<file path="src/rtl/fp_acc_pkg.sv">
// fp_acc_pkg: shared FSM states, FP32 field constants and operand helper for fp32_dot_accum.
package fp_acc_pkg;
    localparam int EXP_W = 8;
    localparam int MAN_W = 23;
    localparam int EXP_BIAS = 127;
    localparam logic [EXP_W-1:0] EXP_MAX = 8'hFF;
    localparam logic [31:0] QNAN = 32'h7FC00000;
    localparam int ALIGN_W = 27;

    typedef enum logic [2:0] {S_IDLE, S_ALIGN, S_ADD, S_NORM, S_EMIT} state_t;

    // Magnitude {exp,mant} with denormals flushed to zero.
    function automatic logic [30:0] fp_mag(input logic [31:0] x);
        return (x[30:23] == '0) ? 31'd0 : x[30:0];
    endfunction
endpackage

</file>
<file path="src/rtl/fp_acc_norm.sv">
// fp_acc_norm: normalizes the raw 28-bit sum, rounds (RNE when FP_ACC_RNE_EN is defined,
// truncation otherwise) and clamps exponent overflow to Inf and underflow to zero.
module fp_acc_norm
    import fp_acc_pkg::*;
(
    input  logic [ALIGN_W:0]  i_sum,
    input  logic [EXP_W-1:0]  i_exp,
    input  logic              i_sign,
    output logic [31:0]       o_res
);
`ifdef FP_ACC_RNE_EN
    localparam logic RNE = 1'b1;
`else
    localparam logic RNE = 1'b0;
`endif

    logic [4:0]         w_lz;
    logic [ALIGN_W-1:0] w_m;
    logic [9:0]         w_e;
    logic [9:0]         w_ef;
    logic               w_up;
    logic [24:0]        w_rnd;

    always_comb begin
        w_lz = 5'd26;
        for (int i = 0; i < ALIGN_W; i++)
            if (i_sum[i]) w_lz = 5'(ALIGN_W - 1 - i);
        w_m = i_sum[ALIGN_W] ? {i_sum[ALIGN_W:2], |i_sum[1:0]} : i_sum[ALIGN_W-1:0] << w_lz;
        w_e = 10'(i_exp) + (i_sum[ALIGN_W] ? 10'd1 : -10'(w_lz));
        w_up = RNE & w_m[2] & (w_m[3] | w_m[1] | w_m[0]);
        w_rnd = {1'b0, w_m[26:3]} + 25'(w_up);
        w_ef = w_e + 10'(w_rnd[24]);
        // A round-up carry leaves 1.000..., i.e. the sum shifted right by one.
        o_res = (i_sum == '0) ? 32'd0 :
                ($signed(w_ef) <= 10'sd0) ? {i_sign, 31'd0} :
                ($signed(w_ef) >= 10'sd255) ? {i_sign, EXP_MAX, {MAN_W{1'b0}}} :
                {i_sign, w_ef[7:0], w_rnd[24] ? w_rnd[23:1] : w_rnd[22:0]};
    end
endmodule

</file>
<file path="src/rtl/fp32_dot_accum.sv">
// fp32_dot_accum: accumulates LEN FP32 products through an ALIGN/ADD/NORM FSM and holds the sum
// until taken. Define FP_ACC_RNE_EN for round-to-nearest-even; default build truncates.
module fp32_dot_accum
    import fp_acc_pkg::*;
#(
    parameter int LEN = 8
) (
    input  logic        clk,
    input  logic        rst,
    input  logic        in_valid,
    output logic        in_ready,
    input  logic [31:0] in_data,
    output logic        out_valid,
    input  logic        out_ready,
    output logic [31:0] out_data
);
    state_t             r_state;
    state_t             w_next;
    logic [31:0]        r_acc;
    logic [31:0]        r_opnd;
    logic [7:0]         r_cnt;
    logic               r_sign;
    logic [EXP_W-1:0]   r_exp;
    logic [23:0]        r_big_m;
    logic [ALIGN_W-1:0] r_sml;
    logic               r_sub;
    logic [ALIGN_W:0]   r_sum;
    logic               r_spec;
    logic [31:0]        r_spec_val;

    logic [30:0]        w_a;
    logic [30:0]        w_b;
    logic               w_a_big;
    logic [30:0]        w_big;
    logic [30:0]        w_sml;
    logic [23:0]        w_sml_m;
    logic [7:0]         w_diff;
    logic [50:0]        w_shf;
    logic [ALIGN_W-1:0] w_sml_al;
    logic               w_a_inf;
    logic               w_b_inf;
    logic [31:0]        w_spec;
    logic [31:0]        w_norm;

    assign w_a      = fp_mag(r_acc);
    assign w_b      = fp_mag(r_opnd);
    assign w_a_big  = w_a >= w_b;
    assign w_big    = w_a_big ? w_a : w_b;
    assign w_sml    = w_a_big ? w_b : w_a;
    assign w_sml_m  = {|w_sml[30:23], w_sml[22:0]};
    assign w_diff   = w_big[30:23] - w_sml[30:23];
    assign w_shf    = {w_sml_m, 27'd0} >> w_diff;
    // Bits shifted past the round position collapse into the sticky bit.
    assign w_sml_al = (w_diff >= 8'd27) ? {26'd0, |w_sml_m} : {w_shf[50:25], |w_shf[24:0]};
    assign w_a_inf  = r_acc[30:23] == EXP_MAX;
    assign w_b_inf  = r_opnd[30:23] == EXP_MAX;
    assign w_spec   = (w_a_inf && w_b_inf && (r_acc[31] != r_opnd[31])) ? QNAN :
                      {w_a_inf ? r_acc[31] : r_opnd[31], EXP_MAX, {MAN_W{1'b0}}};

    assign in_ready  = rst && (r_state == S_IDLE);
    assign out_valid = r_state == S_EMIT;
    assign out_data  = out_valid ? r_acc : 32'd0;

    fp_acc_norm u_norm (
        .i_sum  (r_sum),
        .i_exp  (r_exp),
        .i_sign (r_sign),
        .o_res  (w_norm)
    );

    always_comb begin
        w_next = r_state;
        case (r_state)
            S_IDLE:  w_next = in_valid ? S_ALIGN : S_IDLE;
            S_ALIGN: w_next = S_ADD;
            S_ADD:   w_next = S_NORM;
            S_NORM:  w_next = (r_cnt + 8'd1 == 8'(LEN)) ? S_EMIT : S_IDLE;
            S_EMIT:  w_next = out_ready ? S_IDLE : S_EMIT;
            default: w_next = S_IDLE;
        endcase
    end

    always_ff @(posedge clk or negedge rst) begin
        if (!rst)
            r_state <= S_IDLE;
        else
            r_state <= w_next;
    end

    always_ff @(posedge clk or negedge rst) begin
        if (!rst) begin
            r_acc      <= '0;
            r_opnd     <= '0;
            r_cnt      <= '0;
            r_sign     <= 1'b0;
            r_exp      <= '0;
            r_big_m    <= '0;
            r_sml      <= '0;
            r_sub      <= 1'b0;
            r_sum      <= '0;
            r_spec     <= 1'b0;
            r_spec_val <= '0;
        end else begin
            if (r_state == S_IDLE && in_valid)
                r_opnd <= in_data;
            if (r_state == S_ALIGN) begin
                r_sign     <= w_a_big ? r_acc[31] : r_opnd[31];
                r_exp      <= w_big[30:23];
                r_big_m    <= {|w_big[30:23], w_big[22:0]};
                r_sml      <= w_sml_al;
                r_sub      <= r_acc[31] != r_opnd[31];
                r_spec     <= w_a_inf || w_b_inf;
                r_spec_val <= w_spec;
            end
            if (r_state == S_ADD)
                r_sum <= r_sub ? {1'b0, r_big_m, 3'b0} - {1'b0, r_sml}
                               : {1'b0, r_big_m, 3'b0} + {1'b0, r_sml};
            if (r_state == S_NORM) begin
                r_acc <= r_spec ? r_spec_val : w_norm;
                r_cnt <= r_cnt + 8'd1;
            end
            if (r_state == S_EMIT && out_ready) begin
                r_acc <= '0;
                r_cnt <= '0;
            end
        end
    end
endmodule
</file>
<file path="config.mk">
export PLATFORM = sky130hd
export DESIGN_NAME = fp32_dot_accum
export DESIGN_NICKNAME = d
export VERILOG_FILES = /design/src/rtl/fp_acc_pkg.sv /design/src/rtl/fp_acc_norm.sv /design/src/rtl/fp32_dot_accum.sv
export SDC_FILE = /design/constraint.sdc
export NUM_CORES = 1
export LEC_CHECK = 0
export CAP_MARGIN = 20
export CORE_AREA = 2 2 171 173
export DETAILED_ROUTE_END_ITERATION = 12
export DIE_AREA = 0 0 173 175
export PLACE_DENSITY = 0.79
export SLEW_MARGIN = 20
export SYNTH_ARGS = -nofsm -noshare
export SYNTH_HDL_FRONTEND = slang
export SYNTH_HIERARCHICAL = 1
export SYNTH_SLANG_ARGS = --single-unit
export TNS_END_PERCENT = 5
</file>
<file path="constraint.sdc">
create_clock -name clk -period 5.7 [get_ports clk]
set_clock_uncertainty 0.2 [all_clocks]
set_input_delay 0.855 -clock clk [delete_from_list [all_inputs] [get_ports clk]]
set_output_delay 0.855 -clock clk [all_outputs]
set_load 0.05 [all_outputs]
</file>
# Yosys cells after proc, flatten, opt, wreduce, memory -nomap -nowiden
# Index checks and enable logic that the tools add are counted.
totals:
  ramBits: 0
  output_inout_bits: 34
  reg_bits: 197
  latchBits: 0
  rom_bits: 0
  mem_count: 0
op_classes:
  shifts: 2
  muxes: 50
  n_bitwise: 0
  div_mod_pow: 0
  n_reduce_logical: 16
  n_lt_le_gt_ge: 4
  mul: 0
  addsub: 6
  eq_ne: 8
ops:
  columns: ["cell", "n"]
  rows:
  - ["$mux 32", 6]
  - ["$mux 31", 6]
  - ["$mux 5", 25]
  - ["$shr 51x8->51", 1]
  - ["$ge 31x31->1", 1]
  - ["$reduce_or 31->1", 1]
  - ["$add 27x27->28", 1]
  - ["$logic_not 28->1", 1]
  - ["$mux 28", 1]
  - ["$sub 27x27->28", 1]
  - ["$mux 27", 1]
  - ["$shl 27x5->26", 1]
  - ["$mux 26", 1]
  - ["$reduce_or 25->1", 1]
  - ["$eq 8x8->1 const B", 2]
  - ["$logic_not 8->1", 2]
  - ["$mux 8", 2]
  - ["$reduce_or 8->1", 2]
  - ["$pmux 3 s5", 1]
  - ["$add 8x10->10", 1]
  - ["$ge 10x9->1 const B", 1]
  - ["$le 10x1->1 const B", 1]
  - ["$mux 10", 1]
  - ["$neg 5->10", 1]
  - ["16 further kinds", 24]

# Longest topological paths before layout
depth:
  depth_word: 36
  ltp_mapped: 30
  mapped_depth_nobuf: 23

# Cells and area by module
# Netlist, hierarchy kept.
by_module_without_submodules:
  columns: ["mod", "n_inst", "cells_each", "seq_area_each_um2", "area_per_inst_um2"]
  rows:
  - ["fp32_dot_accum", 1, 1443, 4204.0, 12279.3]
  - ["fp_acc_norm", 1, 377, 0.0, 2521.2]

# Worst setup path after synthesis
# Ideal clock, no wire load.
synth_path:
  kind: "register -> register"
  startpoint: "register r_acc[28]"
  endpoint: "register r_sml[0]"
  path_stages_with_launch: 28
  arrival_ns: 5.863
  slack_ns: -0.486
  period_less_slack_ns: 6.186
  path_cell_list: "dfrtp_1 > clkbuf_1 > nor4_1 > nand2_1 > clkbuf_1 > nand2_1 > inv_1 > ha_1 > a21o_1 > a2111oi_2 > o21ai_2 > o31ai_4 > buf_2 > buf_2 > clkbuf_1 > a21oi_1 > ha_1 > and2_1 > or3_1 > buf_6 > buf_6 > buf_6 > mux2i_2 > mux4_2 > nor4_1 > o21ai_0 > a21oi_1 > a21oi_1"
synth_via:
  elab_chain_len: 8
  word_cells_on_any_way: 12
  cone_classes: "add/sub: 1; order compare: 2; shift: 1; mux: 4; reduce/logical: 4"
synth_lines:
  columns: ["item", "line", "source"]
  rows:
  - ["from (decl)", "fp32_dot_accum.sv:19", "logic [31:0] r_acc;"]
  - ["from (signal assigned)", "fp32_dot_accum.sv:119", "r_acc <= r_spec ? r_spec_val : w_norm;"]
  - ["$logic_not 8->1", "fp_acc_pkg.sv:14", "return (x[30:23] == '0) ? 31'd0 : x[30:0];"]
  - ["$mux 31 *", "fp_acc_pkg.sv:14", null]
  - ["$ge 31x31->1", "fp32_dot_accum.sv:47", "assign w_a_big = w_a >= w_b;"]
  - ["$mux 31 (on tied branches)", "fp32_dot_accum.sv:48, fp32_dot_accum.sv:49", null]
  - ["$sub 8x8->8 / $reduce_or 8->1 (equally long branches)", "fp32_dot_accum.sv:51, fp32_dot_accum.sv:50", null]
  - ["$shr 51x8->51", "fp32_dot_accum.sv:52", "assign w_shf = {w_sml_m, 27'd0} >> w_diff;"]
  - ["$reduce_or 25->1", "fp32_dot_accum.sv:54", "assign w_sml_al = (w_diff >= 8'd27) ? {26'd0, |w_sml_m} : {w_shf[50:25], |w_shf[24:0]};"]
  - ["$mux 27 *", "fp32_dot_accum.sv:54", null]
  - ["to (signal assigned)", "fp32_dot_accum.sv:110", "r_sml <= w_sml_al;"]
  - ["to (decl)", "fp32_dot_accum.sv:25", "logic [ALIGN_W-1:0] r_sml;"]
# Mark *: on every way between the ends. The rest lies on a longest branch, timed or not.
# A chain may end at the register's enable or synchronous reset.

# Worst setup path in the final report
layout_path:
  startpoint: "register r_opnd[27]"
  endpoint: "register r_sml[0]"
layout_via:
  elab_chain_len: 8
  word_cells_on_any_way: 12
  cone_classes: "add/sub: 1; order compare: 2; shift: 1; mux: 4; reduce/logical: 4"
layout_lines:
  columns: ["item", "line", "source"]
  rows:
  - ["from (decl)", "fp32_dot_accum.sv:20", "logic [31:0] r_opnd;"]
  - ["from (signal assigned)", "fp32_dot_accum.sv:105", "r_opnd <= in_data;"]
  - ["$logic_not 8->1", "fp_acc_pkg.sv:14", null]
  - ["$mux 31 *", "fp_acc_pkg.sv:14", null]
  - ["$ge 31x31->1", "fp32_dot_accum.sv:47", null]
  - ["$mux 31 (on tied branches)", "fp32_dot_accum.sv:48, fp32_dot_accum.sv:49", null]
  - ["$sub 8x8->8 / $reduce_or 8->1 (equally long branches)", "fp32_dot_accum.sv:51, fp32_dot_accum.sv:50", null]
  - ["$shr 51x8->51", "fp32_dot_accum.sv:52", null]
  - ["$reduce_or 25->1", "fp32_dot_accum.sv:54", null]
  - ["$mux 27 *", "fp32_dot_accum.sv:54", null]
# Marks and branches as above.

==> impl_metrics.json <==
{
  "fillers": 2575,
  "place_area_mm2": 0.0162,
  "setup_violations": 0,
  "final_common_cell": "nand2_1",
  "core_area_mm2": 0.0284,
  "path_max_fanout": 28,
  "clock-root-buffer": "clkbuf_16",
  "timing.critical_path.buf_inv": 4,
  "rows": 62,
  "cts_hold_buf": 0,
  "min_period_over_period_pct": 97.3,
  "synthesis.instances": 1820,
  "rrSetupSlack_ns": 0.15,
  "grt_overflow": 0,
  "via_per_inst": 6.36,
  "ant_nets": 0,
  "hold_path_class": "in -> async",
  "yosysUniqueCellTypes": 92,
  "seq_area_frac_synth_pct": 28.4,
  "io_pins": 70,
  "grt_pass1_vias": 13978,
  "critPathMostFrequentCell": "mux2i_1",
  "crit_family": "compound AO/OA/AOI/OAI gates",
  "slowest_stage": "mux4_2",
  "insertion_delay_ns": 0.47,
  "cp-end-kind": "flip-flop",
  "regArea_mm2": 0.00421,
  "place_hpwl_um": 40000,
  "drt-total-wl_um": 51600,
  "grt_usage_pct": 34.2,
  "maxCapViolCount": 0,
  "drc_errors": 0,
  "r2r_end": "r_sml[0]",
  "regToRegStartpoint": "r_opnd[27]",
  "syn_nets": 1951,
  "vias": 14516,
  "routabilityCongestion": 1.06,
  "mostFrequentLayoutCells": "nand2_1, dfrtp_1, o21ai_0",
  "worstMarginPinSlew_ns": 0.920,
  "period_needed_ns": 5.55,
  "clk_path_buf_depth": 2,
  "crit_chain": "nor4_4 > nand2_1 > buf_6 > nand2_1 > ha_1 > a21oi_1 > o21ai_0 > a21oi_2 > nor4_2 > buf_4 > o31ai_4 > buf_12 > buf_6 > mux2i_1 > mux2i_1 > mux4_2 > mux2i_1 > o211ai_1 > nand3_1 > and4b_1 > a221o_1 > a21oi_1",
  "syn2layout_area_growth_pct": 14.6,
  "slew_headroom_pct": 38.5,
  "grt_start_max_net_pins": 81,
  "drt_first_pass_iters": 6,
  "synth_area_per_cell_um2": 8.13,
  "multi_input_area_mm2": 0.00982,
  "rsz0062_at_grt": "true",
  "io_buffers": 69,
  "fmax_ghz": 0.180,
  "final_nets": 2015,
  "fin_area_mm2": 0.0170,
  "die_area_mm2": 0.0303,
  "post_drt_wl_per_cell_um": 22.6,
  "slew_violations": 0,
  "place_ws_ns": 0.00387,
  "cts_buffers": 17,
  "outcome": "complete, no violations",
  "yosys_register_bits": 168,
  "cts.sinks": 168,
  "worst_r2r_path_depth": 22,
  "drtIter0Drc": 1485,
  "cts_tree": "built",
  "grt_pass1_wl_um": 80200,
  "slowest_delay_ns": 0.54,
  "postSynth.asyncResetShare_pct": 100,
  "hold_violations": 0,
  "required_ns": 5.89,
  "arrival_ns": 5.74,
  "die_h_um": 175,
  "drive_gt1_share_pct": 12.8,
  "setup_ws_ns": 0.153,
  "die_x_um": 173,
  "dominantRegCellSynth": "dfrtp_1",
  "netlist_area_mm2": 0.0148,
  "h-tree-depth": 4,
  "synth_edf_count": 0,
  "critPathKind": "reg -> reg",
  "path_clk_slew_ns": 0.07,
  "yosys_warnings": 6,
  "antenna_found_initial": 0,
  "initial_core_util_pct": 52.1,
  "critPathLaunchType": "flip-flop"
}
## worst max path at each step
stage | from | to | slack, ns | cells after the start
floorplan | r_acc[29] | r_sml[0] | 0.007 | 27
global placement | r_opnd[27] | r_sml[0] | -0.04 | 23
detailed placement | r_opnd[27] | r_sml[0] | 0.004 | 23
CTS | r_opnd[27] | r_sml[0] | 0.04 | 23
global route | r_opnd[27] | r_sml[0] | -0.05 | 25
finish | r_opnd[27] | r_sml[0] | 0.15 | 22
## synthesized netlist by cell type (all sizes together), types with 6 or more instances
| cell type | count | area share, % |
|---|---|---|
| and3 | 11 | 0.46 |
| mux4 | 18 | 2.7 |
| and2 | 41 | 1.7 |
| buf | 28 | 1.1 |
| o21a | 11 | 0.56 |
| dfrtp | 168 | 28 |
| nor2 | 154 | 3.9 |
| or3 | 13 | 0.55 |
| nor3 | 36 | 1.2 |
| a221oi | 14 | 1.1 |
| or2 | 8 | 0.34 |
| nor2b | 11 | 0.46 |
| nand2b | 15 | 0.63 |
| nand3 | 48 | 1.6 |
| nand4 | 14 | 0.59 |
| a211oi | 15 | 0.83 |
| clkbuf | 86 | 2.2 |
| a31oi | 21 | 0.89 |
| mux2 | 41 | 3.2 |
| inv | 113 | 2.9 |
| ha | 93 | 7.9 |
| o211ai | 12 | 0.61 |
| a31o | 6 | 0.36 |
| xor2 | 8 | 0.47 |
| nor4 | 17 | 0.93 |
| xnor2 | 33 | 2.0 |
| a22o | 25 | 1.5 |
| a21o | 16 | 0.81 |
| o21ai | 173 | 5.9 |
| a21oi | 129 | 4.5 |
| o22ai | 33 | 1.4 |
| o31ai | 13 | 0.79 |
| o21bai | 9 | 0.46 |
| mux2i | 97 | 6.6 |
| a22oi | 7 | 0.36 |
| nand2 | 205 | 5.2 |
## registers in the layout (all words and copies together), names as in the netlist
signal	flops
r_acc	32
r_big_m	24
r_cnt	8
r_exp	8
r_opnd	32
r_sign	1
r_sml	27
r_spec	1
r_spec_val	3
r_state	3
r_sub	1
r_sum	28
## cell families after synthesis
group	Yosys count	synth area share, %
and+or+nand+nor	597	19.0
DFF	168	28.4
muxes	156	12.5
buffers and inverters	228	6.21
xor gates and xnor gates	41	2.43
AOI/OAI and AO/OA	535	23.3
adders and majority gates	95	8.13
## per-layer routing
metal / wire length, µm / vias to the layer above / track usage (%)
li1: - / 6704 / -
met1: 20900 / 7012 / 44.1
met2: 24200 / 647 / 56.7
met3: 3670 / 153 / 4.37
met4: 2880 / 0 / 17.5
met5: 0 / - / 0
## stage by stage
| stage | utilization [%] | hold slack (ns) | cells | TNS (ns) |
|---|---|---|---|---|
| 3_3_place_gp | 57.1 | 0.247 | 2247 | -0.0369 |
| 6_report | 59.8 | 0.0835 | 2282 | 0 |
| 2_1_floorplan | - | 0.225 | 1820 | 0 |
| 5_1_grt | 59.8 | 0.0937 | 2281 | -0.0610 |
| 3_5_place_dp | 57.1 | 0.245 | 2247 | 0 |
| 4_1_cts | 59.3 | 0.0807 | 2279 | 0 |
## final cells by class
class	count	share of cell area, %
Antenna cell	1	0.0147
Clock buffer	17	2.51
Clock inverter	15	1.01
Inverter	114	2.54
Multi-Input combinational cell	1424	57.8
Sequential cell	168	24.8
Tap cell	384	2.83
Timing Repair Buffer	159	8.47
## timing repair
action | 4_1_cts | 5_1_grt
pin swaps | 0 | 2
setup buffers | 0 | 2
endpoints found under the setup margin | 1 | 32
gates cloned | 0 | 0
resized for setup | 3 | 24
Power is left out: the tool's default activity adds up to more than one toggle a clock period on the data nets, which glitch-free logic cannot reach.
